==> config.mk <==
export PLATFORM = sky130hd
export DESIGN_NAME = restoring_divider_8bit
export DESIGN_NICKNAME = d
export VERILOG_FILES = /design/src/rtl/restoring_divider_8bit.sv
export SDC_FILE = /design/constraint.sdc
export NUM_CORES = 1
export LEC_CHECK = 0
export ABC_AREA = 1
export CORE_ASPECT_RATIO = 0.75
export CORE_UTILIZATION = 54
export DETAILED_ROUTE_END_ITERATION = 12
export GPL_TIMING_DRIVEN = 0
export HOLD_SLACK_MARGIN = 0.15
export PLACE_DENSITY = 0.77
export SKIP_CTS_REPAIR_TIMING = 1
export SLEW_MARGIN = 40
export SYNTH_ARGS = -nofsm -noshare
export SYNTH_HDL_FRONTEND = slang
export SYNTH_SLANG_ARGS = --single-unit
export TNS_END_PERCENT = 20
==> constraint.sdc <==
create_clock -name clk -period 2.4 [get_ports clk]
set_clock_uncertainty 0.05 [all_clocks]
set_input_delay 0.24 -clock clk [delete_from_list [all_inputs] [get_ports clk]]
set_output_delay 0.24 -clock clk [all_outputs]
set_load 0.02 [all_outputs]
==> src/rtl/restoring_divider_8bit.sv <==
// Sequential unsigned 8-bit restoring divider that produces one quotient bit per clock.
// A single subtractor_8bit provides both the trial difference and the compare (its carry-out).
module subtractor_8bit (
  input  logic [7:0] a,
  input  logic [7:0] b,
  output logic [7:0] diff,
  output logic       c
);
  logic [8:0] sum;

  // a + ~b + 1: carry-out is set exactly when no borrow occurs, i.e. a >= b
  assign sum  = {1'b0, a} + {1'b0, ~b} + 9'd1;
  assign diff = sum[7:0];
  assign c    = sum[8];
endmodule

module restoring_divider_8bit #(
  parameter int               WIDTH       = 8,
  parameter logic [WIDTH-1:0] DZ_QUOTIENT = 8'hFF
) (
  input  logic             clk,
  input  logic             rst_n,
  input  logic             start,
  input  logic [WIDTH-1:0] dividend,
  input  logic [WIDTH-1:0] divisor,
  output logic             ready,
  output logic             busy,
  output logic             done,
  output logic [WIDTH-1:0] quotient,
  output logic [WIDTH-1:0] remainder,
  output logic             div_by_zero
);
  typedef enum logic [1:0] {IDLE, CALC, DONE} state_t;

  state_t           state_q, state_d;
  logic [WIDTH-1:0] r_q, r_d;
  logic [WIDTH-1:0] q_q, q_d;
  logic [WIDTH-1:0] divr_q, divr_d;
  logic [2:0]       cnt_q, cnt_d;
  logic [WIDTH-1:0] quotient_q, quotient_d;
  logic [WIDTH-1:0] remainder_q, remainder_d;
  logic             dz_q, dz_d;
  logic             ready_q, ready_d;
  logic             busy_q, busy_d;
  logic             done_q, done_d;

  logic [WIDTH-1:0] trial;
  logic [WIDTH-1:0] diff;
  logic             sub_c;
  logic             take;
  logic [WIDTH-1:0] r_nxt;
  logic [WIDTH-1:0] q_nxt;

  assign trial = {r_q[6:0], q_q[7]};

  subtractor_8bit u_sub (
    .a    (trial),
    .b    (divr_q),
    .diff (diff),
    .c    (sub_c)
  );

  // R[7] set means the shifted partial remainder is a 9-bit value >= 256, always >= divisor
  assign take  = r_q[7] | sub_c;
  assign r_nxt = take ? diff : trial;
  assign q_nxt = {q_q[6:0], take};

  always_comb begin
    state_d     = state_q;
    r_d         = r_q;
    q_d         = q_q;
    divr_d      = divr_q;
    cnt_d       = cnt_q;
    quotient_d  = quotient_q;
    remainder_d = remainder_q;
    dz_d        = dz_q;

    case (state_q)
      IDLE, DONE: begin
        if (start) begin
          r_d    = '0;
          q_d    = dividend;
          divr_d = divisor;
          cnt_d  = '0;
          dz_d   = 1'b0;
          if (divisor == '0) begin
            state_d     = DONE;
            quotient_d  = DZ_QUOTIENT;
            remainder_d = dividend;
            dz_d        = 1'b1;
          end else begin
            state_d = CALC;
          end
        end else if (state_q == DONE) begin
          state_d = IDLE;
        end
      end
      CALC: begin
        r_d   = r_nxt;
        q_d   = q_nxt;
        cnt_d = cnt_q + 3'd1;
        if (cnt_q == 3'd7) begin
          state_d     = DONE;
          quotient_d  = q_nxt;
          remainder_d = r_nxt;
        end
      end
      default: state_d = IDLE;
    endcase

    ready_d = (state_d != CALC);
    busy_d  = (state_d == CALC);
    done_d  = (state_d == DONE);
  end

  always_ff @(posedge clk or negedge rst_n) begin
    if (!rst_n) begin
      state_q     <= IDLE;
      r_q         <= '0;
      q_q         <= '0;
      divr_q      <= '0;
      cnt_q       <= '0;
      quotient_q  <= '0;
      remainder_q <= '0;
      dz_q        <= 1'b0;
      ready_q     <= 1'b1;
      busy_q      <= 1'b0;
      done_q      <= 1'b0;
    end else begin
      state_q     <= state_d;
      r_q         <= r_d;
      q_q         <= q_d;
      divr_q      <= divr_d;
      cnt_q       <= cnt_d;
      quotient_q  <= quotient_d;
      remainder_q <= remainder_d;
      dz_q        <= dz_d;
      ready_q     <= ready_d;
      busy_q      <= busy_d;
      done_q      <= done_d;
    end
  end

  assign ready       = ready_q;
  assign busy        = busy_q;
  assign done        = done_q;
  assign quotient    = quotient_q;
  assign remainder   = remainder_q;
  assign div_by_zero = dz_q;
endmodule

# Word level (Yosys, flattened, before mapping)
# Cells that the tools add are included.
op_classes:
  bitwise_logic: 2
  addsub: 3
  eq_ne: 9
  n_reduce_logical: 7
  mux: 21
op_table:
  columns: ["cell", "n"]
  rows:
  - ["2-to-1 mux 8 bit", 9]
  - ["one-hot mux 8 bit (2 select lines)", 4]
  - ["adder 8 x 8 -> 9 bit", 1]
  - ["adder 9 x 1 -> 9 bit, second input constant", 1]
  - ["logical NOT 8 bit", 1]
  - ["2-to-1 mux 2 bit", 4]
  - ["inverter 8 bit", 1]
  - ["inequality test 2 bit, second input constant", 3]
  - ["one-hot mux 3 bit (2 select lines)", 1]
  - ["== test 2 x 1 -> 1 bit, second input constant", 2]
  - ["== test 2 bit, second input constant", 2]
  - ["one-hot mux 2 bit (2 select lines)", 1]
  - ["AND reduction 2 bit", 2]
  - ["AND reduction 4 bit", 1]
  - ["adder 3 x 1 -> 3 bit, second input constant", 1]
  - ["== test 3 bit, second input constant", 1]
  - ["2-to-1 mux 3 bit", 1]
  - ["logical NOT 2 bit", 1]
  - ["inequality test 2 x 1 -> 1 bit, second input constant", 1]
  - ["nonzero test 2 bit", 1]
  - ["OR reduction 2 bit", 1]
  - ["2-to-1 mux 1 bit", 1]
  - ["OR 1 bit", 1]
word_totals:
  register_bits: 49
  output_inout_bits: 20
  inputBits: 19

# Depth between registers and ports, before layout
# Gate-level depths: netlist (run 1).
logic_depth:
  ltp_word: 7
  ltp_mapped: 14

# Hierarchy
# A second synthesis (run 1) with hierarchy kept.
hier_totals:
  cells_unflattened: 312
  hier_area_um2: 2663.8
by_module_without_submodules:
  columns: ["module", "seq_area_each_um2", "instances", "area_per_inst_um2", "cells_per_inst"]
  rows:
  - ["restoring_divider_8bit", 1227.4, 1, 2258.4, 237]
  - ["subtractor_8bit", 0.0, 1, 405.4, 75]

# Worst setup path after synthesis (run 1)
# No wires, ideal clock.
synth_timing:
  path_kind: "reg-to-reg"
  from: "register q_q[7]"
  to: "register remainder_q[7] (netlist: remainder[7])"
  setup_slack_ns: 0.521
  stages_incl_launch_ff: 15
  arrival_time_ns: 1.717
  required_time_ns: 2.237
  period_less_slack_ns: 1.879
  cell_sequence: "dfrtp_1 > inv_1 > ha_1 > inv_1 > fa_1 > nand2_1 > nand2_1 > nand3_1 > nand2_1 > nand2_2 > nor2_1 > nand2_1 > nand3_1 > nand2_1 > inv_1"
synth_between:
  elab_chain_cells: 6
synth_rtl:
  columns: ["element", "line_no", "source"]
  rows:
  - ["start, declared", "37", "logic [WIDTH-1:0] q_q, q_d;"]
  - ["start signal, assigned", "132", "q_q <= q_d;"]
  - ["adder 8 x 8 -> 9 bit (*)", "12", "assign sum = {1'b0, a} + {1'b0, ~b} + 9'd1;"]
  - ["adder 9 x 1 -> 9 bit (*)", "12", null]
  - ["OR 1 bit", "64", "assign take = r_q[7] | sub_c;"]
  - ["2-to-1 mux 8 bit (*)", "65", "assign r_nxt = take ? diff : trial;"]
  - ["2-to-1 mux 8 bit (*)", "102", "if (cnt_q == 3'd7) begin"]
  - ["one-hot mux 8 bit (2 select lines) (*)", "78", "case (state_q)"]
  - ["end signal, assigned", "136", "remainder_q <= remainder_d;"]
  - ["end, declared", "41", "logic [WIDTH-1:0] remainder_q, remainder_d;"]
# Mark *: on every way between the ends. The rest lies on a longest branch, timed or not. The select of a mux whose other input is x is not followed.
# A chain may end at the register's enable or synchronous reset.

# Final worst setup path (run 1)
# Same ends and word-level chain as after synthesis.

==> results of run 1 <==
==> power by group through the flow <==
stage                     clock [uW]  combinational, uW  sequential [uW]
after floorplan                    0               1860             1620
after global placement             0               2840             1470
after detailed placement           0               2920             1470
after CTS                        487               2940             1460
after global routing             522               3380             1500
final                            480               2960             1460
==> layer usage <==
metal,track usage,up-vias,wire length [um]
met5,0,-,0
met4,0.03827,0,26
met3,0.05185,2,295
met2,0.3905,59,2434
met1,0.3703,1071,2955
li1,-,1135,-
==> state kept, by name (all words and copies together), names as in the netlist <==
signal / cells
state_q: 2
r_q: 8
q_q: 8
remainder: 8
div_by_zero: 1
busy: 1
ready: 1
divr_q: 8
cnt_q: 3
quotient: 8
done: 1
==> cell families (layout without fill, tap and decap cells) <==
group	Yosys count	count (layout)	share of synthesized area
AND/OR/NAND/NOR	187	187	0.3125
flip-flops	49	49	0.4821
buffers and inverters	48	96	0.07273
AO/OA/AOI/OAI	34	34	0.07224
adder cells (fa/ha/maj)	11	11	0.05700
XOR/XNOR	1	1	0.003440
==> worst min-delay path by stage <==
stage | cells past startpoint | end | slack (ns)
final | 2 | state_q[0] | 0.26
after global routing | 2 | busy | 0.28
after CTS | 1 | busy | -0.28
after detailed placement | 1 | divr_q[7] | 0.05
after global placement | 2 | div_by_zero | 0.41
after floorplan | 0 | busy | -0.11
==> cell usage in the layout, fill, tap and decap left out, types with 2 or more instances in the layout <==
cell	instances
sky130_fd_sc_hd__a21oi_1	3
sky130_fd_sc_hd__ha_1	10
sky130_fd_sc_hd__dfrtp_1	48
sky130_fd_sc_hd__clkbuf_8	5
sky130_fd_sc_hd__clkinv_2	2
sky130_fd_sc_hd__nand3b_1	2
sky130_fd_sc_hd__inv_2	3
sky130_fd_sc_hd__buf_2	4
sky130_fd_sc_hd__buf_1	2
sky130_fd_sc_hd__clkbuf_1	3
sky130_fd_sc_hd__or2_0	3
sky130_fd_sc_hd__inv_1	36
sky130_fd_sc_hd__clkdlybuf4s50_1	37
sky130_fd_sc_hd__nand2_1	111
sky130_fd_sc_hd__nor2_1	29
sky130_fd_sc_hd__nand3_1	36
sky130_fd_sc_hd__o21ai_0	27
sky130_fd_sc_hd__a22o_1	2
==> through the flow <==
step                      std cells  setup TNS (ns)
after floorplan                 330               0
after global placement          425          -18.22
after detailed placement        426               0
after CTS                       434               0
after global routing            435               0
final                           435               0
==> layout make-up <==
cell class | instances | area [um2] | share of cell area
clock inverters | 3 | 17.52 | 0.005629
flip-flops and latches | 49 | 1227 | 0.3945
plain buffers | 9 | 38.79 | 0.01246
multi-input cells | 233 | 1134 | 0.3643
clock buffers | 5 | 68.82 | 0.02212
repair buffers | 40 | 407.9 | 0.1311
well taps | 57 | 71.32 | 0.02292
inverters | 39 | 146.4 | 0.04704
==> results.md, run 1 <==
Routing:
- The count of nets left with antenna violations once routing finished came out at 0.
- In the routed layout, each cell is associated on average with a via count of 5.211.
- Before antenna repair, the detailed router went through 4 iterations.
- The via total after detailed routing is 2,267.
- For this run, design rule violations remaining after detail routing come to 0.
- The wire length reported by the detailed router is 5.712 mm.
- Dividing the detail-routed wire length by the instance count gives 13.13 um.
- The violation count after the first detailed-route iteration is 192.

Placed design:
- The final weighted congestion in routability-driven placement is 0.8390.
- Detailed placement finished with a half-perimeter wire length of 4.287 mm.
- The count of input and output buffers is 38.
- The cell area after placement is 3015 um2.
- Timing analysis after detailed placement gives a worst setup slack of 0.2670 ns.

Setup path:
- The critical path's slowest cell is sky130_fd_sc_hd__dfrtp_1.
- The critical path goes through inv_1, ha_1, inv_1, fa_1, nand2_1, nand2_1, nand3_1, nand2_1, nand2_2, nor2_1, nand2_1, nand3_1, nand2_1, inv_1.
- The critical path's top delay family is simple AND/OR/NAND/NOR gates.
- The signal arrival time at the worst endpoint is 2.38 ns.
- Of all nets on the critical path, the largest fanout is 9.
- The critical register-to-register path startpoint is q_q[7].
- The capturing element of the worst setup path is remainder[7].
- STA classifies the critical path endpoint as a flop.
- The critical path is of the reg -> reg type.
- The required time of the critical path is 2.59 ns.
- The endpoint identified for the worst register-to-register timing path is remainder[7].
- The path length in cells of the critical path is 14.
- The worst-case register-to-register setup slack is 0.21 ns.
- The largest single stage delay on the critical path is 0.38 ns.
- By instance count, the cell type seen most on the critical path is sky130_fd_sc_hd__nand2_1.
- Tracing the worst setup path back leads to its startpoint at q_q[7].
- The element type at the critical path start is a flop.
- The cell depth of the worst flop-to-flop path is 14.
- The count of buffer and inverter cells on the critical path is 3.

Clock tree:
- The clock network latency to the later pin of the worst-skew pair is 0.30 ns.
- The cell at the root of the clock tree is sky130_fd_sc_hd__clkbuf_8.
- The number of sinks driven by the clock tree is 49.
- The CTS tree is done.
- The clock-pin slew reported for the worst setup and hold paths after clock tree synthesis is 0.10 ns.
- The H-tree generated during clock tree synthesis spans 2 levels.
- The number of clock buffers added by TritonCTS is 5.
- The clock passes through at most 2 buffers.

Pwr:
- Power comes to 4900 uW.
- For this design the static power due to leakage is 0.001630 uW.
- The portion of total power attributed to the clock network is 0.098.
- The power density over the cells is 1575 nW/um2.
- The worst-case IR drop observed on VDD is 0.9242 mV.
- The fraction of power spent switching nets is 0.4785.
- The internal power component is 2555 uW.
- The sequential fraction of design power is 0.299.
- The reported net switching power is 2345 uW.
- The combinational cell fraction of total power is 0.603.

Die:
- The x dimension of the die is 81.29 um.
- In this run the count of I/O pins placed on the die edge is 39.
- In this run the standard cell core region covers 4493 um2.
- The floorplan step defined a die boundary enclosing 4996 um2.
- For this configuration, the core starts out at a cell density of 0.5667.
- The number of rows created at floorplan is 21.
- The die height is 61.47 um.

Synthesis:
- The mean post-synth cell area is 7.716 um2.
- After synthesis, the share of flip-flops with an asynchronous set or reset is 1.000.
- In this run, synthesis inferred 0 flip-flops with an integrated enable.
- Sorting the synthesized cells by how often they occur yields sky130_fd_sc_hd__nand2_1 (111), sky130_fd_sc_hd__dfrtp_1 (48), sky130_fd_sc_hd__inv_1 (36), sky130_fd_sc_hd__nand3_1 (36), sky130_fd_sc_hd__nor2_1 (29).
- Synthesis produced a netlist with a net count of 360.
- The post-synthesis sequential area ratio is 0.4821.
- The number of register bits inferred by synthesis is 49.
- The synthesized netlist occupies a cell area of 2546 um2.
- The count of unique library cells instantiated by Yosys is 26.
- The total of warnings raised by yosys is 0.
- The post-synthesis cell type with the largest combined area is sky130_fd_sc_hd__dfrtp_1.
- The gate count after technology mapping is 330.
- The most used flip-flop cell after synthesis is sky130_fd_sc_hd__dfrtp_1.
- Among all cell types in the netlist, the one instantiated most often is sky130_fd_sc_hd__nand2_1.
- The area share of the leading cell type in the synthesized netlist is 0.4717.
- After synthesis, the cell types taking the most area are sky130_fd_sc_hd__dfrtp_1 (47%), sky130_fd_sc_hd__nand2_1 (16%), sky130_fd_sc_hd__nand3_1 (7.1%), sky130_fd_sc_hd__inv_1 (5.3%), sky130_fd_sc_hd__o21ai_0 (5.3%).

Finish:
- The fraction of final layout cells sized beyond drive strength 1 is 0.06085.
- At the end of the flow the core is filled with cells to 0.6926.
- The filler cells instantiated in the layout total 382.
- The relative area change from synthesis to final layout is 22.21%.
- For this run, the post-layout net count is 407.
- The final standard cell area without fillers is 3112 um2.
- The count of antenna diodes in the layout is 0.

STA:
- Setup violations remaining at the end of the flow were counted as 0.
- Setup repair after global routing left no endpoint under its margin.
- The highest attainable clock frequency is 0.4566 GHz.
- The routed design could run at a clock period as short as 2.190 ns.
- The number of max-slew violations in the final report is 0.
- The number of hold violations in the final report came to 0.
- The smallest hold slack is 0.2606 ns.
- Measured against its own limit, the worst slew margin works out to 0.6581.
- Across all setup checks in the final design, the least slack found is 0.2100 ns.
- At the pin with the least slew margin, the transition time is 0.5128 ns.
- The share of the clock period used by the worst path is 0.9125.

Global route:
- The maximum number of pins on one net before global-route repair is 38.
- The first global-routing pass estimated 9.301 mm of wire.
- The number of antenna violations at the first check in global routing was 0.
- In the global route stage, overall resource usage came out at 0.2511.
- The number of global-route vias before repair is 2,025.
- The remaining global-route overflow is 0.

Worst hold path:
- The kind of path behind the tightest hold check is in -> async.

Flow run:
- The max-cap violation count is 0.

Run status:
- The run finished with clean final reports.
Note: power is estimated with default switching activity, not from simulation.
==> run 2, diff against run 1 <==
--- a/config.mk
+++ b/config.mk
@@ -7,6 +7,7 @@
 export LEC_CHECK = 0
 export ABC_AREA = 1
 export CORE_ASPECT_RATIO = 0.75
+export CORE_MARGIN = 8
 export CORE_UTILIZATION = 54
 export DETAILED_ROUTE_END_ITERATION = 12
 export GPL_TIMING_DRIVEN = 0
==> run 2 against run 1 <==
Die area increased by 44%. Fmax increased by 2.1%. Clock power increased by 25%. Via count decreased by 0.49%. Flip-flop and latch count unchanged. Power increased by 2.8%. Combinational power about the same. Worst setup slack improved by 0.045 ns. Critical path depth unchanged. Routed wire length increased by 4.1%. Critical path type unchanged. Critical endpoint unchanged.
==> results.md, run 2 (synthesis gave the netlist of run 1 again) <==
Worst hold path:
- The worst hold path belongs to the class in -> async.

Setup path:
- In this run the critical register-to-register path is captured at remainder[7].
- The required time of the critical path is 2.55 ns.
- The number of buffers and inverters on the critical path is 3.
- STA classifies the critical path startpoint as a flop.
- The largest single stage delay on the critical path is 0.41 ns.
- The critical path's top delay family is simple AND/OR/NAND/NOR gates.
- The worst setup path is of the reg -> reg kind.
- The worst-case register-to-register setup slack is 0.26 ns.
- STA classifies the critical path endpoint as a flop.
- The biggest fanout along the worst timing path is 9.
- The worst register-to-register path begins at q_q[7].
- The critical path's slowest cell is sky130_fd_sc_hd__dfrtp_1.
- The cell depth of the worst flop-to-flop path is 14.
- For the worst setup path, the data arrival time is 2.30 ns.
- The signal on the critical path passes through inv_1, ha_1, inv_1, fa_1, nand2_1, nand2_1, nand3_1, nand2_1, nand2_4, nor2_2, nand2_1, nand3_1, nand2_1, inv_1.
- The cell seen most often among critical-path stages is sky130_fd_sc_hd__nand2_1.

Global route:
- The first global-routing pass estimated 9.811 mm of wire.
- The maximum number of pins on one net before global-route repair is 38.
- Across every metal layer, demand over resource in global routing totals 0.1747.
- The number of antenna violations at the first check in global routing is 0.
- The number of global-route vias before repair came to 2,183.
- After global routing the overflow that remains totals 0.

Finish:
- 0 antenna diodes ended up in the layout.
- The non-filler instance count after layout is 435.
- The net total in the final layout is 407.
- The area growth from synthesis to layout is 23.64%.
- The fraction of final layout cells sized beyond drive strength 1 is 0.06349.
- Measured on the finished design, the core utilization comes to 0.7006.
- In the layout the commonest cells are sky130_fd_sc_hd__nand2_1 (111), sky130_fd_sc_hd__dfrtp_1 (48), sky130_fd_sc_hd__clkdlybuf4s50_1 (37).
- Leaving out fill and tap cells, the most frequent cell in the layout is sky130_fd_sc_hd__nand2_1.

Placed design:
- Routability-driven placement finished with a final weighted congestion of 0.8485.
- The number of cells in the design after placement is 426.
- Detailed placement ended at an HPWL of 4.598 mm.
- Timing analysis after detailed placement gives a worst setup slack of 0.2132 ns.
- Buffers placed on the I/O ports in this run total 38.

STA:
- The number of hold violations in the final report was 0.
- Setup repair after global routing left no endpoint under its margin.
- Final hold analysis gives a worst-case slack of 0.2568 ns.
- Based on the critical path, the design can be clocked at up to 0.4663 GHz.
- The post-route minimum period is 2.144 ns.
- For the pin with the worst max-slew slack, the measured transition is 0.4962 ns.
- The number of max-slew violations in the final report was 0.
- Setup violations remaining at the end of the flow were counted as 0.
- Headroom to the max-slew limit came out at 0.6692.
- The final worst setup slack is 0.2555 ns.
- Of the available clock period, the critical path in the final layout requires 0.8935.

Flow run:
- The max-cap violation count is 0.

Routing:
- For this block, the via count after detailed routing is 2,256.
- The count of nets left with antenna violations once routing finished came out at 0.
- The residual DRC count is 0.
- The iteration count of the initial detailed-routing pass is 4.
- For this block, the routed nets add up to 5.945 mm of wire.
- The average wire per cell in the routed design is 13.67 um.
- The number of vias per cell after detailed routing is 5.186.
- For this block, the initial DRC count from the detailed router was 114.

Die:
- Measured along the y axis, the die boundary spans 75.47 um.
- The die is 95.29 um wide.
- The initial utilization of the core area, before any placement, comes to 0.5667.
- In this run the count of I/O pins placed on the die edge is 39.
- The floorplan step defined a die boundary enclosing 7191 um2.
- The number of rows created at floorplan is 21.
- The core box area is 4493 um2.

Clock tree:
- The number of H-tree branching levels is 2.
- The number of sinks driven by the clock tree is 49.
- The cell sitting at the root of the clock tree is a sky130_fd_sc_hd__clkbuf_8.
- The clock network latency to the later pin of the worst-skew pair is 0.31 ns.
- The largest buffer count on any clock path is 2.
- The clock-pin slew reported for the worst setup and hold paths after clock tree synthesis is 0.10 ns.
- Buffers inserted during clock tree synthesis total 5.
- TritonCTS built the clock tree.

Pwr:
- For this design the static power due to leakage is 0.001644 uW.
- Across the VDD grid, the largest voltage drop is 0.8610 mV.
- The power density over the cells is 1600 nW/um2.

Run status:
- The flow ran to the end, and the final reports show no timing, DRC or antenna violations.
==> run 2: routing by layer <==
metal	GRT usage	share of wire	vias up
met1	0.2342	0.50	1042
li1	-	-	1136
met5	0	0	-
met4	0.06379	0.014	0
met2	0.2613	0.41	69
met3	0.05217	0.080	9
==> run 2: worst max-delay path by stage <==
stage	from	end	slack [ns]	depth (start not counted)
5_1_grt	q_q[7]	remainder[7]	0.05	14
4_1_cts	q_q[7]	remainder[7]	0.18	14
3_5_place_dp	q_q[7]	remainder[7]	0.21	14
6_report	q_q[7]	remainder[7]	0.26	14
2_1_floorplan	q_q[7]	remainder[7]	0.52	14
3_3_place_gp	rst_n	remainder[5]	-0.39	1
==> run 2: worst register-to-register path, stage by stage (launching register included) <==
cell and delay [ns]:
sky130_fd_sc_hd__dfrtp_1 0.41, sky130_fd_sc_hd__inv_1 0.08, sky130_fd_sc_hd__ha_1 0.15, sky130_fd_sc_hd__inv_1 0.06, sky130_fd_sc_hd__fa_1 0.40, sky130_fd_sc_hd__nand2_1 0.08, sky130_fd_sc_hd__nand2_1 0.10, sky130_fd_sc_hd__nand3_1 0.13
sky130_fd_sc_hd__nand2_1 0.10, sky130_fd_sc_hd__nand2_4 0.12, sky130_fd_sc_hd__nor2_2 0.09, sky130_fd_sc_hd__nand2_1 0.09, sky130_fd_sc_hd__nand3_1 0.09, sky130_fd_sc_hd__nand2_1 0.07, sky130_fd_sc_hd__inv_1 0.03
==> run 2: area by class of cell <==
type,count,area [um2]
Buffer,9,38.79
Clock buffer,5,68.82
Clock inverter,3,46.29
Fill cell,371,1345
Inverter,39,146.4
Multi-Input combinational cell,233,1141
Sequential cell,49,1227
Tap cell,57,71.32
Timing Repair Buffer,40,407.9
==> run 2: through the flow <==
stage               cell area (um2)  power (uW)  setup TNS, ns
CTS                            3131        5026              0
global route                   3148        5510              0
detailed placement             3015        4406              0
floorplan                      2546        3481              0
finish                         3148        5037              0
global placement               2998        4320         -18.79
==> run 2: power breakdown <==
| part | switching [uW] | leakage (uW) | internal (uW) |
|---|---|---|---|
| clock network | 289 | 0.0000543 | 312 |
| registers | 225 | 0.000599 | 1240 |
| logic | 1850 | 0.000991 | 1130 |
